--- config.mk ---
export PLATFORM = sky130hd
export DESIGN_NAME = led_step_sequencer
export DESIGN_NICKNAME = d
export VERILOG_FILES = /design/src/rtl/led_seq_pkg.sv /design/src/rtl/rise_edge_det.sv /design/src/rtl/led_step_sequencer.sv
export SDC_FILE = /design/constraint.sdc
export NUM_CORES = 1
export LEC_CHECK = 0
export ABC_AREA = 1
export CAP_MARGIN = 0
export CORE_MARGIN = 2
export CORE_UTILIZATION = 44
export CTS_BUF_LIST = sky130_fd_sc_hd__clkbuf_8
export CTS_CLUSTER_SIZE = 28
export DETAILED_ROUTE_END_ITERATION = 7
export GPL_TIMING_DRIVEN = 1
export MAX_ROUTING_LAYER = met4
export PLACE_DENSITY_LB_ADDON = 0.05
export SLEW_MARGIN = 30
export SYNTH_ARGS = -nofsm -noshare
export SYNTH_HDL_FRONTEND = slang
export SYNTH_SLANG_ARGS = --single-unit
--- constraint.sdc ---
create_clock -name clk -period 1.3 [get_ports clk]
set_clock_uncertainty 0.15 [all_clocks]
set_input_delay 0.195 -clock clk [delete_from_list [all_inputs] [get_ports clk]]
set_output_delay 0.195 -clock clk [all_outputs]
set_load 0.005 [all_outputs]
--- src/rtl/led_seq_pkg.sv ---
// Shared mode and direction encodings for the LED step sequencer.
package led_seq_pkg;

    typedef enum logic [1:0] {
        MODE_HOLD   = 2'b00,
        MODE_ROTL   = 2'b01,
        MODE_ROTR   = 2'b10,
        MODE_BOUNCE = 2'b11
    } mode_e;

    typedef enum logic {
        DIR_LEFT  = 1'b0,
        DIR_RIGHT = 1'b1
    } dir_e;

endpackage

--- src/rtl/rise_edge_det.sv ---
// Rising-edge detector for a clk-domain level; the history register resets high
// so a level already high at reset release is not reported as an edge.
module rise_edge_det (
    input  logic clk,
    input  logic rst_n,
    input  logic in,
    output logic rise
);

    logic in_d;

    always_ff @(posedge clk or negedge rst_n) begin
        if (!rst_n) begin
            in_d <= 1'b1;
        end else begin
            in_d <= in;
        end
    end

    assign rise = in & ~in_d;

endmodule

--- src/rtl/led_step_sequencer.sv ---
// LED pattern sequencer: one hold/rotate/bounce move per rising edge of step_clk,
// with a step counter and a wrap pulse for downstream logic.
module led_step_sequencer
    import led_seq_pkg::*;
#(
    parameter int unsigned           WIDTH        = 8,
    parameter logic [WIDTH-1:0]      INIT_PATTERN = 8'h01,
    parameter int unsigned           CNT_W        = 8
) (
    input  logic             clk,
    input  logic             rst_n,
    input  logic             step_clk,
    input  logic             en,
    input  logic [1:0]       mode,
    input  logic             load,
    input  logic [WIDTH-1:0] load_pat,
    output logic [WIDTH-1:0] led,
    output logic             dir,
    output logic [CNT_W-1:0] step_cnt,
    output logic             wrap
);

    logic             step;
    logic             accept;
    mode_e            mode_sel;

    logic [WIDTH-1:0] led_q,  led_nxt;
    dir_e             dir_q,  dir_nxt;
    logic [CNT_W-1:0] cnt_q,  cnt_nxt;
    logic             wrap_q, wrap_nxt;

    rise_edge_det u_step_edge (
        .clk   (clk),
        .rst_n (rst_n),
        .in    (step_clk),
        .rise  (step)
    );

    assign mode_sel = mode_e'(mode);
    assign accept   = step & en & (mode_sel != MODE_HOLD) & ~load;

    always_comb begin
        led_nxt  = led_q;
        dir_nxt  = dir_q;
        cnt_nxt  = cnt_q;
        wrap_nxt = 1'b0;

        if (load) begin
            led_nxt = load_pat;
            dir_nxt = DIR_LEFT;
            cnt_nxt = '0;
        end else if (accept) begin
            cnt_nxt = cnt_q + CNT_W'(1);
            case (mode_sel)
                MODE_ROTL: begin
                    led_nxt  = {led_q[WIDTH-2:0], led_q[WIDTH-1]};
                    dir_nxt  = DIR_LEFT;
                    wrap_nxt = led_q[WIDTH-1];
                end
                MODE_ROTR: begin
                    led_nxt  = {led_q[0], led_q[WIDTH-1:1]};
                    dir_nxt  = DIR_RIGHT;
                    wrap_nxt = led_q[0];
                end
                MODE_BOUNCE: begin
                    // Reversal moves away from the edge on the same step; an all-zero
                    // pattern never sees an edge bit and so never reverses.
                    if (dir_q == DIR_LEFT) begin
                        if (led_q[WIDTH-1]) begin
                            dir_nxt  = DIR_RIGHT;
                            led_nxt  = led_q >> 1;
                            wrap_nxt = 1'b1;
                        end else begin
                            led_nxt  = led_q << 1;
                        end
                    end else begin
                        if (led_q[0]) begin
                            dir_nxt  = DIR_LEFT;
                            led_nxt  = led_q << 1;
                            wrap_nxt = 1'b1;
                        end else begin
                            led_nxt  = led_q >> 1;
                        end
                    end
                end
                default: begin
                    led_nxt = led_q;
                end
            endcase
        end
    end

    always_ff @(posedge clk or negedge rst_n) begin
        if (!rst_n) begin
            led_q  <= INIT_PATTERN;
            dir_q  <= DIR_LEFT;
            cnt_q  <= '0;
            wrap_q <= 1'b0;
        end else begin
            led_q  <= led_nxt;
            dir_q  <= dir_nxt;
            cnt_q  <= cnt_nxt;
            wrap_q <= wrap_nxt;
        end
    end

    assign led      = led_q;
    assign dir      = dir_q;
    assign step_cnt = cnt_q;
    assign wrap     = wrap_q;

endmodule

==> qor.csv, run 1 <==
metric;value;unit
vias_per_cell;5.158;
place_area;1672;sq um
dp_hpwl;2399;um
placedCellCount;244;
endpoint_kind;register;
critPathRequiredTime;1340;ps
wire_per_inst;13.81;um
drt_pass1_iterations;4;
synthDistinctLibCells;25;
cts_sinks;19;
synth_top_flop_cell;dfrtp_1;
rsz0062_at_grt;yes;
syn_to_final_growth;78.49;%
drv_cap;0;
path_clk_slew;70;ps
insertion_delay;250;ps
synth.cell_area;1140;sq um
finalMaxSlewViolations;0;
timing.rr.start;led[0]$_DFFE_PN1P_;
setup_ws;-178.2;ps
criticalPathCategory;register to register;
portBuffers;32;
max_clock_freq;0.6765;GHz
ios;33;
placementRows;18;
cp-start-kind;register;
synthCells;160;
synth_fp_nets;176;
avgSynthCellArea;7.124;sq um
fin_crit;1478;ps
drtIter0Drc;52;
grt_max_degree;14;
layout.nets;259;
synthMostInstantiatedCell;nand2_1;
final_layout_size_suffix_gt1_share;40.91;%
period_share;113.7;%
ys_warn_count;0;
ys_async_sr_fraction;100.0;%
yosysTopAreaCell;dfrtp_1;
ys_seq_area_share;41.93;%
track_usage;27.26;%
htree_levels;1;
ys_top_cells_by_count;nand2_1 (59), nor2_1 (18), dfrtp_1 (17);
worstHoldPathType;primary input to asynchronous set/reset pin;
core_area;2455;sq um
peakVddDrop;0.5767;mV
ant_nets;0;
gp_congestion;0.9451;
violations;negative setup slack;
cts_hold_buf;0;
grt_pass1_vias;1397;
diodes;0;
p_leak;1.098;nW
ys_seq_elements;19;
routed_wl;3755;um
p_per_area;779.7;nW/um^2
synth_area_leaders;dfrtp_1 (37%), nand2_1 (19%), nor2_1 (5.9%), inv_1 (5.3%), nand3_1 (4.8%);
stdcell_area;2034;sq um
cp_max_fo;4;
crit_path_start;led[0]$_DFFE_PN1P_;
hold_viol_final;0;
clockBufferDepth;2;
drc_errors;0;
status;finished, violations left;
tightest_slew;241.3;ps
cts_inserted_buffers;3;
synth_edf_count;0;
die_area;3013;sq um
die_x;54.90;um
setup_violations;13;
cp.arrival;1520;ps
fin_cells;272;
grt_remaining_overflow;0;
clockRootBuffer;clkbuf_8;
die_y;54.90;um
timing.slew.headroom;83.86;%
start_util;46.43;%
vias;1403;
yosys.area.top_type_share;37.32;%
grt_pass1_wl;5830;um
tritoncts;done;
antenna_found_initial;0;
fin_hold_ws;92.32;ps
## area by class of cell
class	count	area [sq um]
tap	30	37.54
clock inverter	1	5.005
fill	152	420.4
multi-input combinational	118	711.9
timing repair buffer	78	654.4
sequential	19	478.0
inverter	22	100.1
clock buffer	3	41.29
timing repair inverter	1	6.256
## repair_timing
action	CTS	global route
gates resized for setup	53	24
pin swaps	15	15
endpoints found under the setup margin	36	20
gates cloned	1	1
buffers inserted	19	3
## kinds of logic (layout without fill, tap and decap cells)
| group | count (synthesis) | count (layout) | synth area share, % |
|---|---|---|---|
| buf+inv | 24 | 105 | 8.892 |
| flops | 19 | 19 | 41.93 |
| simple gates | 97 | 98 | 37.21 |
| fa+ha+maj | 1 | 1 | 1.098 |
| compound gates | 16 | 16 | 8.562 |
| xor+xnor | 3 | 3 | 2.306 |
## metrics by stage
stage	worst slack (ps)	power [mW]	setup TNS, ps	util [%]
final	-178.2	1.586	-1501	82.87
after global routing	-244.3	1.664	-2408	82.87
after CTS	-145.8	1.547	-1294	78.59
after detailed placement	-378.4	1.079	-5670	68.09
after global placement	-352.2	1.073	-4922	68.09
after floorplan	-27.21	0.8380	-124.6	-
## state kept, by name, indices dropped and copies added (netlist names)
register / flops
u_step_edge.in_d: 1
wrap: 1
led: 8
step_cnt: 8
dir: 1
## path summary, 6_finish.rpt
path	endpoint	slack (ps)	cells after the start
worst min register to register	led[5]$_DFFE_PN0P_	450	3
max in group asynchronous	led[0]$_DFFE_PN1P_	700	2
worst min-delay path	wrap$_DFF_PN0_	90	2
worst max register to register	led[2]$_DFFE_PN0P_	-180	10
min in group clk	u_step_edge.in_d$_DFF_PN1_	190	2
worst max-delay path	led[2]$_DFFE_PN0P_	-180	10
## cell usage in the layout (no fill, tap or decap), types with 4 or more instances in the layout
cell type | Yosys | routed
buf_4 | 0 | 41
buf_6 | 1 | 5
clkdlybuf4s50_1 | 0 | 10
dfrtp_1 | 17 | 17
dlygate4sd2_1 | 0 | 20
inv_1 | 16 | 10
inv_2 | 5 | 7
inv_4 | 1 | 5
nand2_1 | 59 | 48
nand2_2 | 2 | 7
nand2_4 | 2 | 8
nand3_1 | 11 | 4
nand3_2 | 0 | 7
nor2_1 | 18 | 13
nor2_2 | 0 | 4
o21ai_1 | 3 | 5
## report_power, final
part	total (mW)	switching [mW]	leakage, nW	internal (mW)
sequential	0.654	0.0217	0.245	0.632
combinational	0.512	0.260	0.827	0.253
clock	0.420	0.207	0.0255	0.213
## critical path: stages, from the launching register on
cell and delay [ps]:
dfstp_2 540, buf_6 100, inv_4 40, nand2_4 60, nand2_4 50, nand2_4 90, buf_4 110, nand3_1 80
nand3_2 90, nand2_1 50, nand2_1 60
## routing by layer
metal / vias to the layer above / GRT usage, % / wire [um]
li1: 670 / - / -
met1: 669 / 32.15 / 1563
met2: 49 / 47.62 / 1909
met3: 15 / 3.495 / 189
met4: 0 / 9.756 / 92
met5: - / - / 0
Note: power is estimated with default switching activity, not from simulation.
==> run 2: changes to the inputs <==
- CAP_MARGIN: 0 -> not set
- CTS_CLUSTER_SIZE: 28 -> 12
- PLACE_DENSITY: not set -> 0.86
- PLACE_DENSITY_LB_ADDON: 0.05 -> not set
==> qor.csv, run 2 (synthesis results as in run 1) <==
metric;value;unit
status;finished, violations left;
violations;negative setup slack;
slowest_delay;570;ps
layout.nets;258;
cts_inserted_buffers;3;
grt_max_degree;20;
setup_violations;17;
cpMostUsedCell;nand2_4;
vias_per_cell;5.661;
criticalPathCategory;register to register;
fin_cells;271;
r2r-end;led[2]$_DFFE_PN0P_;
path_cells;inv_4 -> nand2_4 -> nand2_4 -> nand2_4 -> nand2_4 -> nand2_2 -> nand3_2 -> nand2_2 -> nand2_2;
die_area;3013;sq um
hold_end;u_step_edge.in_d$_DFF_PN1_;
p_leak;1.110;nW
cp-start-kind;register;
placedCellCount;243;
cp_top_family;simple AND/OR/NAND/NOR gates;
grt_pass1_wl;6582;um
hold_path_depth;2;
ios;33;
antenna_found_initial;0;
place_area;1664;sq um
vias;1534;
utilization;85.63;%
tritoncts;done;
tightest_slew;261.8;ps
drv_cap;0;
finalMaxSlewViolations;0;
timing.slew.headroom;82.52;%
fin_crit;1488;ps
cp_max_fo;6;
routed_wl;4887;um
die_x;54.90;um
grt_pass1_vias;1466;
drtIter0Drc;87;
wire_per_inst;18.03;um
cts_hold_buf;0;
gp_congestion;0.9492;
syn_to_final_growth;84.41;%
p_total;1.679;mW
diodes;0;
htree_levels;1;
rrSetupSlack;-190;ps
worstHoldPathType;primary input to register;
setup_ws;-188.1;ps
grt_remaining_overflow;0;
track_usage;31.75;%
cp.arrival;1490;ps
place_ws;-360.2;ps
die_y;54.90;um
crit_buf_inv;1;
timing.rr.start;led[0]$_DFFE_PN1P_;
period_share;114.5;%
portBuffers;32;
hold_viol_final;0;
final_common_cell;nand2_1;
drc_errors;0;
max_clock_freq;0.6720;GHz
endpoint_kind;register;
placementRows;18;
rsz0062_at_grt;yes;
crit_path_top_delay_cell;dfstp_2;
clockRootBuffer;clkbuf_8;
start_util;46.43;%
insertion_delay;270;ps
fin_hold_ws;83.03;ps
stdcell_area;2102;sq um
critPathRequiredTime;1300;ps
cts_sinks;19;
final_cell_mix;nand2_1 (46), buf_4 (38), dfrtp_1 (15), dlygate4sd2_1 (15);
p_per_area;798.8;nW/um^2
core_area;2455;sq um
rr_worst_depth;9;
dp_hpwl;2542;um
clockBufferDepth;2;
final_layout_size_suffix_gt1_share;44.81;%
peakVddDrop;0.7231;mV
path_clk_slew;80;ps
setup-tns-final;-1565;ps
min_from;step_clk;
ant_nets;0;
drt_pass1_iterations;5;
-- run 2: area by class of cell --
| class | count | area, sq um |
|---|---|---|
| Timing Repair Buffer | 77 | 663.1 |
| Tap cell | 30 | 37.54 |
| Clock inverter | 1 | 3.754 |
| Sequential cell | 19 | 480.5 |
| Timing Repair inverter | 1 | 6.256 |
| Multi-Input combinational cell | 118 | 765.7 |
| Clock buffer | 3 | 41.29 |
| Fill cell | 141 | 352.8 |
| Inverter | 22 | 103.9 |
-- run 2: worst register-to-register path, delay by kind of cell (launching register included) --
family	cells	cell delay, ps
buf+inv	1	50
simple gates	8	600
flops	1	570
-- run 2: how the worst max path moves through the flow --
stage	slack, ps	end	cells past startpoint	from
6_report	-190	led[2]$_DFFE_PN0P_	9	led[0]$_DFFE_PN1P_
5_1_grt	-220	led[2]$_DFFE_PN0P_	9	led[0]$_DFFE_PN1P_
4_1_cts	-120	led[0]	1	led[0]$_DFFE_PN1P_
3_5_place_dp	-360	led[7]$_DFFE_PN0P_	10	mode[1]
3_3_place_gp	-320	led[7]$_DFFE_PN0P_	10	mode[1]
2_1_floorplan	-30	led[3]$_DFFE_PN0P_	9	led[0]$_DFFE_PN1P_
-- run 2: per-layer routing --
layer / part of all wire [%] / global-route usage, % / up-vias
li1: - / - / 662
met1: 34 / 35.88 / 717
met2: 52 / 56.15 / 117
met3: 8.1 / 4.839 / 38
met4: 5.8 / 12.60 / 0
met5: 0 / - / -
-- run 2: power breakdown --
| group | internal (mW) | switching [mW] | leakage (nW) | total (mW) |
|---|---|---|---|---|
| Combinational | 0.274 | 0.311 | 0.840 | 0.585 |
| Clock | 0.211 | 0.223 | 0.0269 | 0.434 |
| Sequential | 0.633 | 0.0268 | 0.243 | 0.660 |
-- run 2: timing repair --
| item | 4_1_cts | 5_1_grt |
|---|---|---|
| endpoints found under the setup margin | 36 | 21 |
| pin swaps | 6 | 19 |
| gates resized for setup | 60 | 41 |
| gates cloned | 1 | 1 |
| setup buffers | 13 | 10 |
